[src/rtl/ir_cmd_encoder_if.sv]
// Bus between the IR frame source, the encoder and the UART transmitter.
// Handshake: a byte moves on every clock edge where tx_valid and tx_ready are
// both high; while tx_valid=1 and tx_ready=0 the encoder keeps tx_byte stable
// and holds tx_valid high.
interface ir_cmd_encoder_if;
    logic        frame_ready;
    logic [31:0] frame_data;
    logic [1:0]  mode;
    logic [7:0]  tx_byte;
    logic        tx_valid;
    logic        tx_ready;
    logic        key_active;
    logic [2:0]  cur_dir;
    logic [7:0]  err_count;
    logic [1:0]  fsm_state;

    // Encoder side: consumes frames and the UART ready, produces bytes.
    modport master (
        input  frame_ready, frame_data, mode, tx_ready,
        output tx_byte, tx_valid, key_active, cur_dir, err_count, fsm_state
    );

    // Environment side: produces frames and ready, observes bytes.
    modport slave (
        output frame_ready, frame_data, mode, tx_ready,
        input  tx_byte, tx_valid, key_active, cur_dir, err_count, fsm_state
    );
endinterface

[src/rtl/ir_cmd_encoder.sv]
// Turns decoded NEC frames into one command byte per key press plus a stop
// byte once the key has been released for HOLD_CYCLES+1 clocks.
module ir_cmd_encoder #(
    parameter int         HOLD_CYCLES = 7_500_000,
    parameter logic [7:0] STOP_BYTE   = 8'h00
) (
    input  logic          clk,
    input  logic          rst,
    ir_cmd_encoder_if.master bus
);
    localparam int TW = $clog2(HOLD_CYCLES + 1);
    localparam logic [TW-1:0] HOLD_LOAD = TW'(HOLD_CYCLES);

    typedef enum logic [1:0] {IDLE = 2'd0, SEND = 2'd1, HOLD = 2'd2, STOP = 2'd3} state_t;

    // frame intake stage
    logic       frame_ready_q;
    logic       frm_vld;
    logic [2:0] frm_dir;
    logic [7:0] err_q;
    logic [7:0] cmd;
    logic       check_ok;
    logic       map_ok;
    logic [2:0] map_dir;
    logic       frame_edge;

    // FSM and datapath registers with their next values
    state_t        state_q, state_d;
    logic [7:0]    tx_byte_q, tx_byte_d;
    logic          key_active_q, key_active_d;
    logic [2:0]    cur_dir_q, cur_dir_d;
    logic [TW-1:0] timer_q, timer_d;
    logic          pend_full_q, pend_full_d;
    logic [2:0]    pend_dir_q, pend_dir_d;
    logic          do_load;
    logic [2:0]    load_dir;
    logic          eff_full;
    logic [2:0]    eff_dir;

    assign frame_edge = bus.frame_ready & ~frame_ready_q;

    // Check-byte validation and key-to-direction map.
    always_comb begin
        cmd      = bus.frame_data[23:16];
        check_ok = (bus.frame_data[31:24] == ~cmd);
        map_ok   = 1'b1;
        map_dir  = 3'd0;
        case (cmd)
            8'h00:   map_dir = 3'd0;
            8'h02:   map_dir = 3'd1;
            8'h04:   map_dir = 3'd3;
            8'h05:   map_dir = 3'd4;
            8'h06:   map_dir = 3'd5;
            8'h08:   map_dir = 3'd7;
            default: map_ok  = 1'b0;
        endcase
    end

    // Register the frame edge and its decode; count rejected frames, saturating.
    always_ff @(posedge clk) begin
        if (rst) begin
            frame_ready_q <= 1'b0;
            frm_vld       <= 1'b0;
            frm_dir       <= 3'd0;
            err_q         <= 8'h00;
        end else begin
            frame_ready_q <= bus.frame_ready;
            frm_vld       <= frame_edge & check_ok & map_ok;
            frm_dir       <= map_dir;
            if (frame_edge && !(check_ok && map_ok) && err_q != 8'hFF)
                err_q <= err_q + 8'd1;
        end
    end

    // State and datapath registers.
    always_ff @(posedge clk) begin
        if (rst) begin
            state_q      <= IDLE;
            tx_byte_q    <= 8'h00;
            key_active_q <= 1'b0;
            cur_dir_q    <= 3'd0;
            timer_q      <= '0;
            pend_full_q  <= 1'b0;
            pend_dir_q   <= 3'd0;
        end else begin
            state_q      <= state_d;
            tx_byte_q    <= tx_byte_d;
            key_active_q <= key_active_d;
            cur_dir_q    <= cur_dir_d;
            timer_q      <= timer_d;
            pend_full_q  <= pend_full_d;
            pend_dir_q   <= pend_dir_d;
        end
    end

    // Next state and datapath; a frame arriving in the handshake cycle counts
    // as the newest pending frame.
    always_comb begin
        state_d      = state_q;
        tx_byte_d    = tx_byte_q;
        key_active_d = key_active_q;
        cur_dir_d    = cur_dir_q;
        timer_d      = timer_q;
        pend_full_d  = pend_full_q;
        pend_dir_d   = pend_dir_q;
        do_load      = 1'b0;
        load_dir     = frm_dir;
        eff_full     = frm_vld | pend_full_q;
        eff_dir      = frm_vld ? frm_dir : pend_dir_q;

        case (state_q)
            IDLE: begin
                if (frm_vld) begin
                    do_load  = 1'b1;
                    load_dir = frm_dir;
                end
            end
            SEND: begin
                if (bus.tx_ready) begin
                    pend_full_d = 1'b0;
                    if (eff_full && eff_dir != cur_dir_q) begin
                        do_load  = 1'b1;
                        load_dir = eff_dir;
                    end else begin
                        state_d = HOLD;
                        timer_d = HOLD_LOAD;
                    end
                end else if (frm_vld) begin
                    pend_full_d = 1'b1;
                    pend_dir_d  = frm_dir;
                end
            end
            HOLD: begin
                if (frm_vld) begin
                    if (frm_dir == cur_dir_q) begin
                        timer_d = HOLD_LOAD;
                    end else begin
                        do_load  = 1'b1;
                        load_dir = frm_dir;
                    end
                end else if (timer_q == '0) begin
                    tx_byte_d    = STOP_BYTE;
                    key_active_d = 1'b0;
                    state_d      = STOP;
                end else begin
                    timer_d = timer_q - TW'(1);
                end
            end
            STOP: begin
                if (bus.tx_ready) begin
                    pend_full_d = 1'b0;
                    if (eff_full) begin
                        do_load  = 1'b1;
                        load_dir = eff_dir;
                    end else begin
                        state_d = IDLE;
                    end
                end else if (frm_vld) begin
                    pend_full_d = 1'b1;
                    pend_dir_d  = frm_dir;
                end
            end
            default: state_d = IDLE;
        endcase

        if (do_load) begin
            tx_byte_d    = {bus.mode, load_dir, 3'b000};
            cur_dir_d    = load_dir;
            key_active_d = 1'b1;
            state_d      = SEND;
        end
    end

    // Outputs: a byte is offered in SEND and STOP.
    always_comb begin
        bus.tx_valid   = (state_q == SEND) || (state_q == STOP);
        bus.tx_byte    = tx_byte_q;
        bus.key_active = key_active_q;
        bus.cur_dir    = cur_dir_q;
        bus.err_count  = err_q;
        bus.fsm_state  = state_q;
    end
endmodule

[src/flat_wrapper.sv]
// flat-port wrapper written by rule: the top's interface ports become plain ports
module ir_cmd_encoder_flat 
#(
    parameter int         HOLD_CYCLES = 7_500_000,
    parameter logic [7:0] STOP_BYTE   = 8'h00
)
  (clk, rst, bus_frame_ready, bus_frame_data, bus_mode, bus_tx_ready, bus_tx_byte, bus_tx_valid, bus_key_active, bus_cur_dir, bus_err_count, bus_fsm_state);
  ir_cmd_encoder_if bus_i ();
  input  logic clk;
  input  logic rst;
  input wire logic [$bits(bus_i.frame_ready)-1:0] bus_frame_ready;
  input wire logic [$bits(bus_i.frame_data)-1:0] bus_frame_data;
  input wire logic [$bits(bus_i.mode)-1:0] bus_mode;
  input wire logic [$bits(bus_i.tx_ready)-1:0] bus_tx_ready;
  output wire logic [$bits(bus_i.tx_byte)-1:0] bus_tx_byte;
  output wire logic [$bits(bus_i.tx_valid)-1:0] bus_tx_valid;
  output wire logic [$bits(bus_i.key_active)-1:0] bus_key_active;
  output wire logic [$bits(bus_i.cur_dir)-1:0] bus_cur_dir;
  output wire logic [$bits(bus_i.err_count)-1:0] bus_err_count;
  output wire logic [$bits(bus_i.fsm_state)-1:0] bus_fsm_state;
  assign bus_i.frame_ready = bus_frame_ready;
  assign bus_i.frame_data = bus_frame_data;
  assign bus_i.mode = bus_mode;
  assign bus_i.tx_ready = bus_tx_ready;
  assign bus_tx_byte = bus_i.tx_byte;
  assign bus_tx_valid = bus_i.tx_valid;
  assign bus_key_active = bus_i.key_active;
  assign bus_cur_dir = bus_i.cur_dir;
  assign bus_err_count = bus_i.err_count;
  assign bus_fsm_state = bus_i.fsm_state;
  ir_cmd_encoder #(.HOLD_CYCLES(HOLD_CYCLES), .STOP_BYTE(STOP_BYTE)) u_core (.clk(clk), .rst(rst), .bus(bus_i));
endmodule
[config.mk]
export PLATFORM = sky130hd
export DESIGN_NAME = ir_cmd_encoder_flat
export DESIGN_NICKNAME = d
export VERILOG_FILES = /design/src/rtl/ir_cmd_encoder_if.sv /design/src/rtl/ir_cmd_encoder.sv /design/src/flat_wrapper.sv
export SDC_FILE = /design/constraint.sdc
export NUM_CORES = 1
export LEC_CHECK = 0
export ABC_AREA = 1
export BUFFER_PORTS_ARGS = -buffer_cell sky130_fd_sc_hd__buf_4
export CAP_MARGIN = 10
export CELL_PAD_IN_SITES_DETAIL_PLACEMENT = 2
export CELL_PAD_IN_SITES_GLOBAL_PLACEMENT = 2
export CORE_UTILIZATION = 31
export CTS_BUF_LIST = sky130_fd_sc_hd__clkbuf_8
export DETAILED_ROUTE_END_ITERATION = 6
export HOLD_SLACK_MARGIN = 0.15
export PLACE_DENSITY_LB_ADDON = 0.1
export SYNTH_ARGS = -nofsm -noshare
export SYNTH_HDL_FRONTEND = slang
export SYNTH_SLANG_ARGS = --single-unit
[constraint.sdc]
create_clock -name clk -period 1.9 [get_ports clk]
set_input_delay 0.38 -clock clk [delete_from_list [all_inputs] [get_ports clk]]
set_output_delay 0.38 -clock clk [all_outputs]
set_load 0.05 [all_outputs]
==> results of run 1 <==
## how the worst max path moves through the flow
stage / to / slack, ns / cells after the start
floorplan: u_core.timer_q[15] / 0.05 / 10
global placement: u_core.bus.cur_dir[1] / 0.01 / 12
detailed placement: u_core.timer_q[17] / -0.03 / 10
CTS: u_core.timer_q[12] / 0.0009 / 9
global route: u_core.timer_q[2] / -0.07 / 10
finish: u_core.bus.fsm_state[1] / 0.05 / 10
## power by group through the flow
stage	Combinational, W	Sequential (W)	Clock (W)
floorplan	0.00235	0.00158	0
global placement	0.00337	0.00146	0
detailed placement	0.00355	0.00147	0
CTS	0.00365	0.00145	0.000876
global route	0.00489	0.00148	0.000912
finish	0.00446	0.00145	0.000847
## kinds of logic (layout without fill, tap and decap cells)
group           Yosys count  in the layout  synth area share (%)
simple gates            279            280                  39.3
compound gates           78             78                  12.2
buf+inv                  64            147                  9.35
flops                    51             51                  31.3
xor+xnor                 19             19                  5.10
fa+ha+maj                 7              7                  2.68
other cells               1              3                 0.115
## Yosys cell counts, drive strengths merged
| cell type | count |
|---|---|
| xor2 | 14 |
| nand3 | 55 |
| conb | 1 |
| a21oi | 43 |
| a31oi | 1 |
| ha | 7 |
| nand4 | 7 |
| buf | 9 |
| inv | 48 |
| clkbuf | 7 |
| nand3b | 5 |
| o21ai | 32 |
| o31ai | 2 |
| or2 | 7 |
| dfxtp | 51 |
| nor2 | 68 |
| nand2 | 115 |
| xnor2 | 5 |
| nor4 | 1 |
| nor3 | 17 |
| nor3b | 2 |
| and3 | 2 |
## registers in the layout, indices dropped and copies added (netlist names)
name and cells:
u_core.bus.key_active 1, u_core.pend_full_q 1, u_core.bus.tx_byte 5, u_core.frame_ready_q 1, u_core.timer_q 23, u_core.frm_dir 3
u_core.bus.fsm_state 2, u_core.bus.err_count 8, u_core.bus.cur_dir 3, u_core.frm_vld 1, u_core.pend_dir_q 3
## per-stage QoR
stage	hold slack, ns	total power [W]	setup WS [ns]	cells
final	0.278	0.00676	0.0525	721
after global routing	0.270	0.00728	-0.0710	721
after floorplan	0.457	0.00392	0.0451	501
after global placement	0.459	0.00483	0.0136	696
after detailed placement	0.480	0.00501	-0.0311	696
after CTS	0.263	0.00597	0.000875	705
## placed cells by master, fill, tap and decap left out, types with 7 or more instances in the layout
| cell type | count |
|---|---|
| nand2_1 | 106 |
| buf_4 | 83 |
| nor2_1 | 58 |
| nand3_1 | 50 |
| inv_1 | 44 |
| a21oi_1 | 41 |
| dfxtp_1 | 41 |
| o21ai_0 | 26 |
| nor3_1 | 14 |
| xor2_1 | 14 |
| dfxtp_2 | 9 |
| nor2_2 | 8 |
| nand2_2 | 8 |
| or2_2 | 7 |
## worst max-delay path, stage by stage, from the launching register on
cell and delay, ns:
dfxtp_2 0.35, inv_1 0.11, ha_4 0.16, nand2_4 0.07, nor3_4 0.23, buf_4 0.14
nand3_1 0.09, a21oi_2 0.21, nand3b_1 0.14, o21ai_1 0.17, nor2_1 0.05
## layout make-up
class / instances / area [µm²] / share of cell area [%]
Tap cell: 136 / 170 / 3.95
Inverter: 48 / 198 / 4.59
Sequential cell: 51 / 1040 / 24.0
Timing Repair Buffer: 89 / 721 / 16.7
Multi-Input combinational cell: 387 / 2050 / 47.5
Timing Repair inverter: 2 / 20.0 / 0.465
Clock buffer: 6 / 82.6 / 1.92
Clock inverter: 2 / 35.0 / 0.813
## routing by layer
metal | wire length, µm | global-route usage, % | vias up
li1 | - | - | 1794
met1 | 5320 | 25.1 | 1825
met2 | 6760 | 43.9 | 44
met3 | 266 | 3.06 | 12
met4 | 182 | 6.64 | 0
met5 | 0 | 0 | -
## repair_timing
item	in CTS	in global routing
setup buffers	1	12
cloned	0	4
resized for setup	5	44
endpoints found under the setup margin	33	34
pin swaps	1	13
==> metrics.cfg, run 1 <==
[floorplan]
dieArea_um2 = 10900
initial_utilization_pct = 31.8
row_count = 37
fp.dieW_um = 105
fp.dieH_um = 105
core_area_um2 = 10300
io_pins = 61

[grt]
grt_pass1_vias = 3995
grt_max_degree = 31
grt.total_usage_pct = 22.6
grt_pass1_wl_mm = 19.5
gr-total-overflow = 0
antenna_found_initial = 0

[clocking]
clock_latency_ns = 0.33
cts_buffer_depth = 2
clk_pin_slew_ns = 0.11
cts_root_buffer = clkbuf_8
cts_tree = yes
htree_num_levels = 2
cts_made_buffers = 5
cts_hold_buf = 0
cts_sinks = 51

[timing]
period_needed_ns = 1.85
setup_viol = 0
fin_tns_setup_ns = 0
fin_crit_sh_pct = 97.2
hold_violations = 0
skew_ns = 0.0106
tightest_slew_ns = 0.608
fmax_mhz = 541
drv_slew = 0
relSlewSlack_pct = 59.4

[route]
first_pass_iters = 4
avgRoutedWirePerCell_um = 17.4
drt-initial-drc-count = 87
viasPerCell = 5.10
wirelength_mm = 12.5
antenna_left = 0
vias = 3675
drc_errors = 0

[logic_synthesis]
synth_top_area_share_pct = 31.3
yosysSeqAreaShare_pct = 31.3
synth_warnings = 0
ys_types = 32
ys_ff_latch = 51
syn_inst = 499
netlist.top_cell.by_area = dfxtp_1
syn_area_per_cell_um2 = 6.54
synth_area_um2 = 3260
synth.area.top_cells = dfxtp_1 (31%), nand2_1 (12%), nand3_1 (8.0%)

[final_layout]
fin_util_pct = 41.9
drive_gt1_share_pct = 26.5
syn_to_final_growth_pct = 32.0
antennaDiodeCount = 0
fill_cells = 1261
final_nets = 629
fin_area_um2 = 4310

[setup_path]
cp_max_fo = 5
rr_worst_depth = 10
setup.worst_path.class = flip-flop to flip-flop
cp.arrival_ns = 2.07
cp-startpoint = u_core.timer_q[0]
worstReg2RegEnd = u_core.bus.fsm_state[1]
cp.required_ns = 2.13
reg2reg_setup_slack_ns = 0.05
r2r_start = u_core.timer_q[0]
endpoint_kind = flip-flop
cp-start-kind = flip-flop

[worst_hold_path]
hp-start = bus_frame_ready
min_path_cells = 3
hp-class = input pin to flip-flop
whs_endpoint = u_core.frame_ready_q

[placement]
placed_area_um2 = 3890
port_buffers = 41
globalplace.congestion = 0.793
dp_hpwl_mm = 8.90

[power_and_ir_drop]
switchingPower_w = 0.00331
vdd_drop_max_mv = 0.547
intPower_w = 0.00346
seqPwrFrac_pct = 21.5
power_frac_comb_pct = 66.0
power_density_nw_per_um2 = 1570
leakage_nw = 1.97
p_sw_share_pct = 48.9
pwr-share-clk_pct = 12.5

[run_status]
status = complete, no violations

[flow_run]
cap_violations = 0

(Power assumes the default switching activity.)
==> inputs of run 2 (changes only) <==
--- a/config.mk
+++ b/config.mk
@@ -15,6 +15,7 @@
 export DETAILED_ROUTE_END_ITERATION = 6
 export HOLD_SLACK_MARGIN = 0.15
 export PLACE_DENSITY_LB_ADDON = 0.1
+export REMOVE_ABC_BUFFERS = 1
 export SYNTH_ARGS = -nofsm -noshare
 export SYNTH_HDL_FRONTEND = slang
 export SYNTH_SLANG_ARGS = --single-unit
==> run 2 against run 1 <==
  * Setup slack lost 0.036 ns
  * Sequential share of layout area is essentially flat
  * Count of clock-buffer cells in the layout is the same
  * Sequential power is essentially flat
  * Largest power group unchanged
  * Critical path type unchanged
==> metrics.cfg, run 2 (synthesis gave the netlist of run 1 again) <==
[run_status]
status = complete, no violations

[setup_path]
cp.arrival_ns = 2.09  ; +0.02 ns
critPathMaxStageDelay_ns = 0.39  ; +0.04 ns
reg2reg_setup_slack_ns = 0.02  ; -0.04 ns
cp.buffers_inverters = 2  ; unchanged
cp_max_fo = 14  ; +9
cp.required_ns = 2.10  ; -0.03 ns
endpoint_kind = flip-flop
path_common_cell = nor2_2
rr_worst_depth = 9  ; -1
r2r_start = u_core.timer_q[10]
worstReg2RegEnd = u_core.timer_q[13]
cp-start-kind = flip-flop
setup.worst_path.class = flip-flop to flip-flop
crit_chain = nor2_2 > nand3_1 > nor2_2 > nand4_4 > nand3_4 > buf_4 > clkinv_8 > o21ai_0 > a21oi_1
slowest_stage = dfxtp_1
cp_top_family = simple AND/OR/NAND/NOR gates

[timing]
relSlewSlack_pct = 63.4  ; +3.9 points
fin_tns_setup_ns = 0  ; unchanged
skew_ns = 0.00608  ; -0.00456 ns
tightest_slew_ns = 0.549  ; -0.0591 ns
setup_viol = 0  ; unchanged
period_needed_ns = 1.88  ; +0.0359 ns
fmax_mhz = 531  ; -1.9%
fin_crit_sh_pct = 99.1  ; +1.9 points
hold_violations = 0  ; unchanged
drv_slew = 0  ; unchanged

[power_and_ir_drop]
leakage_nw = 1.98  ; +0.53%
power_w = 0.00660  ; -2.5%
power_density_nw_per_um2 = 1530  ; -2.2%
vdd_drop_max_mv = 0.520  ; -4.9%

[floorplan]
row_count = 37  ; unchanged
fp.dieW_um = 105  ; unchanged
io_pins = 61  ; unchanged
dieArea_um2 = 10900  ; unchanged
initial_utilization_pct = 31.8  ; unchanged
core_area_um2 = 10300  ; unchanged
fp.dieH_um = 105  ; unchanged

[grt]
grt_max_degree = 31  ; unchanged
grt_pass1_vias = 3986  ; -0.23%
antenna_found_initial = 0  ; unchanged
gr-total-overflow = 0  ; unchanged
grt.total_usage_pct = 22.4  ; -0.16 points
grt_pass1_wl_mm = 19.4  ; -0.60%

[route]
wirelength_mm = 12.5  ; -0.35%
drc_errors = 0  ; unchanged
first_pass_iters = 4  ; unchanged
vias = 3653  ; -0.60%
viasPerCell = 5.06  ; -0.74%
drt-initial-drc-count = 71  ; -18%
antenna_left = 0  ; unchanged
avgRoutedWirePerCell_um = 17.3  ; -0.49%

[clocking]
clock_latency_ns = 0.32  ; about the same
cts_made_buffers = 5  ; unchanged
clk_pin_slew_ns = 0.10  ; about the same
cts_tree = yes
cts_buffer_depth = 2  ; unchanged
htree_num_levels = 2  ; unchanged
cts_sinks = 51  ; unchanged
cts_hold_buf = 0  ; unchanged
cts_root_buffer = clkbuf_8

[final_layout]
largest_register_ffs = 23  ; unchanged
layout.cells.most_common_list = nand2_1 (107), buf_4 (89), nor2_1 (56), nand3_1 (52), dfxtp_1 (45)
drive_gt1_share_pct = 26.1  ; -0.39 points
final_nets = 631  ; +0.32%
top_register = u_core.timer_q
layout_commonest_cell = nand2_1
syn_to_final_growth_pct = 31.7
antennaDiodeCount = 0  ; unchanged

[flow_run]
cap_violations = 0  ; unchanged

[placement]
dp_hpwl_mm = 9.32  ; +4.7%
globalplace.congestion = 0.811  ; +2.2%
port_buffers = 41  ; unchanged

[worst_hold_path]
whs_endpoint = u_core.frame_ready_q
min_path_cells = 3  ; unchanged
hp-class = input pin to flip-flop
hp-start = bus_frame_ready

## run 2: metal layers
| layer | wire (µm) | global-route usage, % | vias up |
|---|---|---|---|
| li1 | - | - | 1799 |
| met3 | 209 | 3.06 | 15 |
| met2 | 6760 | 43.9 | 47 |
| met4 | 181 | 5.23 | 0 |
| met5 | 0 | 0 | - |
| met1 | 5340 | 25.2 | 1792 |
## run 2: metrics by stage
| stage | area, µm² | hold slack [ns] | utilization [%] | cells | setup WS [ns] |
|---|---|---|---|---|---|
| 6_report | 4300 | 0.282 | 41.8 | 722 | 0.0166 |
| 3_5_place_dp | 3940 | 0.473 | 38.3 | 703 | -0.0990 |
| 2_1_floorplan | 3150 | 0.449 | - | 485 | -0.309 |
| 3_3_place_gp | 3940 | 0.457 | 38.3 | 703 | -0.00404 |
| 5_1_grt | 4300 | 0.286 | 41.8 | 722 | -0.0849 |
| 4_1_cts | 4060 | 0.270 | 39.5 | 711 | -0.0356 |
## run 2: area by class of cell
type,instances,area (µm²)
Tap cell,136,170
Fill cell,1278,5980
Sequential cell,51,1030
Clock inverter,1,5.00
Clock buffer,6,82.6
Timing Repair Buffer,93,734
Inverter,48,195
Multi-Input combinational cell,386,2070
Timing Repair inverter,1,11.3
## run 2: power by group
part | internal (W) | switching (W)
clock network | 0.000288 | 0.000399
registers | 0.00127 | 0.000201
logic | 0.00172 | 0.00272
total | 0.00327 | 0.00332
## run 2: what timing repair did
item                                    in CTS  in global routing
resized for setup                            8                 43
pin swaps                                    2                 10
buffers inserted                             1                  9
endpoints found under the setup margin      17                 42
cloned                                       0                  2
## run 2: how the worst max path moves through the flow
| stage | startpoint | end | slack [ns] | cells past startpoint |
|---|---|---|---|---|
| after global placement | u_core.bus.fsm_state[1] | u_core.timer_q[1] | -0.004 | 8 |
| final | u_core.timer_q[10] | u_core.timer_q[13] | 0.02 | 9 |
| after CTS | u_core.bus.fsm_state[1] | bus_tx_valid | -0.04 | 6 |
| after floorplan | u_core.bus.fsm_state[0] | u_core.timer_q[1] | -0.31 | 8 |
| after detailed placement | u_core.bus.fsm_state[1] | u_core.timer_q[2] | -0.1 | 8 |
| after global routing | u_core.timer_q[10] | u_core.timer_q[15] | -0.08 | 9 |
## run 2: worst register-to-register path: stages, from the launching register on
cell,delay (ns)
dfxtp_1,0.39
nor2_2,0.24
nand3_1,0.14
nor2_2,0.22
nand4_4,0.15
nand3_4,0.14
buf_4,0.17
clkinv_8,0.09
o21ai_0,0.12
a21oi_1,0.10
==> inputs of run 3 (changes only) <==
--- a/config.mk
+++ b/config.mk
@@ -10,6 +10,7 @@
 export CAP_MARGIN = 10
 export CELL_PAD_IN_SITES_DETAIL_PLACEMENT = 2
 export CELL_PAD_IN_SITES_GLOBAL_PLACEMENT = 2
+export CORE_ASPECT_RATIO = 0.5
 export CORE_UTILIZATION = 31
 export CTS_BUF_LIST = sky130_fd_sc_hd__clkbuf_8
 export DETAILED_ROUTE_END_ITERATION = 6
==> run 3 against run 2 <==
  * Via count down 0.79%
  * Count of clock-buffer cells in the layout decreased by 1
  * First-iteration DRC count decreased by 11%
  * Die area increased by 0.23%
  * Worst hold slack got worse by 0.0058 ns
  * Clock skew up 0.017 ns
  * Critical endpoint is now u_core.timer_q[2]
  * Flip-flop and latch count stayed put
  * Largest power group unchanged
  * Critical path depth is the same
==> metrics.cfg, run 3 (synthesis gave the netlist of run 1 again) <==
[floorplan]
row_count = 26  ; -30%
core_area_um2 = 10200  ; -0.61%
io_pins = 61  ; unchanged
initial_utilization_pct = 32.0  ; +0.19 points
fp.dieH_um = 74.6  ; -29%
dieArea_um2 = 11000  ; +0.23%
fp.dieW_um = 147  ; +41%

[clocking]
clock_latency_ns = 0.33  ; about the same
cts_made_buffers = 5  ; unchanged
cts_tree = yes
cts_root_buffer = clkbuf_8
htree_num_levels = 2  ; unchanged
cts_hold_buf = 0  ; unchanged
clk_pin_slew_ns = 0.12  ; +0.02 ns
cts_buffer_depth = 2  ; unchanged
cts_sinks = 51  ; unchanged

[route]
drc_errors = 0  ; unchanged
first_pass_iters = 4  ; unchanged
viasPerCell = 5.04  ; -0.38%
wirelength_mm = 11.5  ; -7.6%
antenna_left = 0  ; unchanged
drt-initial-drc-count = 63  ; -11%
avgRoutedWirePerCell_um = 16.0  ; -7.3%
vias = 3624  ; -0.79%

[placement]
dp_hpwl_mm = 8.42  ; -9.6%
globalplace.congestion = 0.779  ; -3.9%
placed_area_um2 = 3910  ; -0.64%
port_buffers = 41  ; unchanged
dp.cells = 703  ; unchanged

[setup_path]
cp.arrival_ns = 2.11  ; +0.02 ns
path_depth = 9  ; unchanged
cp-startpoint = u_core.timer_q[7]
cp.required_ns = 2.17  ; +0.07 ns
crit_path_end = u_core.timer_q[2]
crit_chain = nor2_1 > nand2_2 > nor3_4 > nand4_4 > nand3_4 > buf_12 > buf_8 > o21ai_0 > a21oi_1
critPathMaxStageDelay_ns = 0.38  ; about the same
cp_max_fo = 5  ; -9
endpoint_kind = flip-flop
r2r_start = u_core.timer_q[7]
rr_worst_depth = 9  ; unchanged
cp_top_family = simple AND/OR/NAND/NOR gates
worstReg2RegEnd = u_core.timer_q[2]
cp.buffers_inverters = 2  ; unchanged
reg2reg_setup_slack_ns = 0.06  ; +0.04 ns
setup.worst_path.class = flip-flop to flip-flop
slowest_stage = dfxtp_1
cp-start-kind = flip-flop

[power_and_ir_drop]
vdd_drop_max_mv = 0.408  ; -22%
power_density_nw_per_um2 = 1530  ; about the same
leakage_nw = 1.94  ; -2.2%

[timing]
drv_slew = 0  ; unchanged
setup_viol = 0  ; unchanged
rsz0062_at_grt = true
fin_crit_sh_pct = 96.9  ; -2.2 points
skew_ns = 0.0229  ; +0.0168 ns
period_needed_ns = 1.84  ; -0.0420 ns
fmax_mhz = 543  ; +2.3%
hold_violations = 0  ; unchanged

[flow_run]
cap_violations = 0  ; unchanged

[final_layout]
finalNonFillerCells = 719  ; -0.42%
fill_cells = 1265  ; -1.0%
antennaDiodeCount = 0  ; unchanged
layout.cells.most_common_list = nand2_1 (107), buf_4 (81), nor2_1 (59), nand3_1 (52), dfxtp_1 (45)
largest_register_ffs = 23  ; unchanged
layout_commonest_cell = nand2_1
multi_input_area_um2 = 2020  ; -2.2%
drive_gt1_share_pct = 24.2  ; -1.9 points
syn_to_final_growth_pct = 30.0
top_register = u_core.timer_q
fin_area_um2 = 4240  ; -1.3%
register_area_um2 = 1030  ; -0.24%
final_nets = 623  ; -1.3%

[worst_hold_path]
hp-class = input pin to flip-flop

[grt]
grt_pass1_wl_mm = 17.9  ; -7.6%
grt_max_degree = 31  ; unchanged
gr-total-overflow = 0  ; unchanged
grt.total_usage_pct = 21.0  ; -1.4 points
grt_pass1_vias = 3704  ; -7.1%
antenna_found_initial = 0  ; unchanged

[run_status]
status = complete, no violations

-- run 3: cell count changes in the layout (fill, tap and decap cells not counted), moves of 2 or more --
cell       before  now
buf_4          89   81
nor2_2         11    7
inv_1          41   44
nor2_1         56   59
bufinv_16       0    2
ha_4            3    1
inv_2           5    3
nand2_2         6    8
nand2_4         2    0
-- run 3: power by group --
| part | internal [W] | switching, W |
|---|---|---|
| Sequential | 0.00126 | 0.000190 |
| Combinational | 0.00159 | 0.00252 |
| Clock | 0.000522 | 0.000422 |
-- run 3: worst reg2reg max path, delay by kind of cell (launching register included) --
family | cells | cell delay [ns]
DFF | 1 | 0.38
buffers and inverters | 2 | 0.25
AOI/OAI and AO/OA | 2 | 0.24
and+or+nand+nor | 5 | 0.90
-- run 3: layout make-up --
cell class / count / share of cell area (%)
Multi-Input combinational cell: 386 / 47.6
Sequential cell: 51 / 24.3
Timing Repair Buffer: 85 / 16.0
Inverter: 48 / 4.60
Tap cell: 140 / 4.13
Clock buffer: 5 / 1.62
Clock inverter: 3 / 1.50
Timing Repair inverter: 1 / 0.206
-- run 3: what timing repair did --
action                                  in CTS  in global routing
endpoints found under the setup margin      27                 42
pin swaps                                    1                  8
resized for setup                            5                 31
gates cloned                                 0                  2
buffers inserted                             1                  5
-- run 3: metal layers --
| layer | vias up | global-route usage (%) | routed length, µm |
|---|---|---|---|
| li1 | 1779 | - | - |
| met1 | 1790 | 24.8 | 5280 |
| met2 | 44 | 40.0 | 5870 |
| met3 | 11 | 3.93 | 270 |
| met4 | 0 | 5.27 | 105 |
| met5 | - | 0 | 0 |
-- run 3: how the worst min path moves through the flow --
stage                          startpoint                    end  slack [ns]  cells past startpoint
floorplan                             rst  u_core.bus.cur_dir[2]        0.45                      1
global placement    u_core.bus.key_active  u_core.bus.key_active        0.46                      2
detailed placement  u_core.bus.key_active  u_core.bus.key_active        0.46                      2
CTS                       bus_frame_ready   u_core.frame_ready_q        0.27                      3
global route              bus_frame_ready   u_core.frame_ready_q        0.30                      3
finish                    bus_frame_ready   u_core.frame_ready_q        0.28                      3
-- run 3: per-stage QoR --
stage                     total power, W  hold slack (ns)  utilization [%]  setup TNS (ns)  setup slack, ns
final                            0.00651            0.276             41.5               0           0.0586
after global routing             0.00702            0.297             41.5           -1.03          -0.0940
after CTS                        0.00603            0.273             39.8               0           0.0290
after detailed placement         0.00500            0.463             38.3           -1.15           -0.157
after global placement           0.00490            0.457             38.3          -0.173          -0.0437
after floorplan                  0.00373            0.449                -           -7.05           -0.309
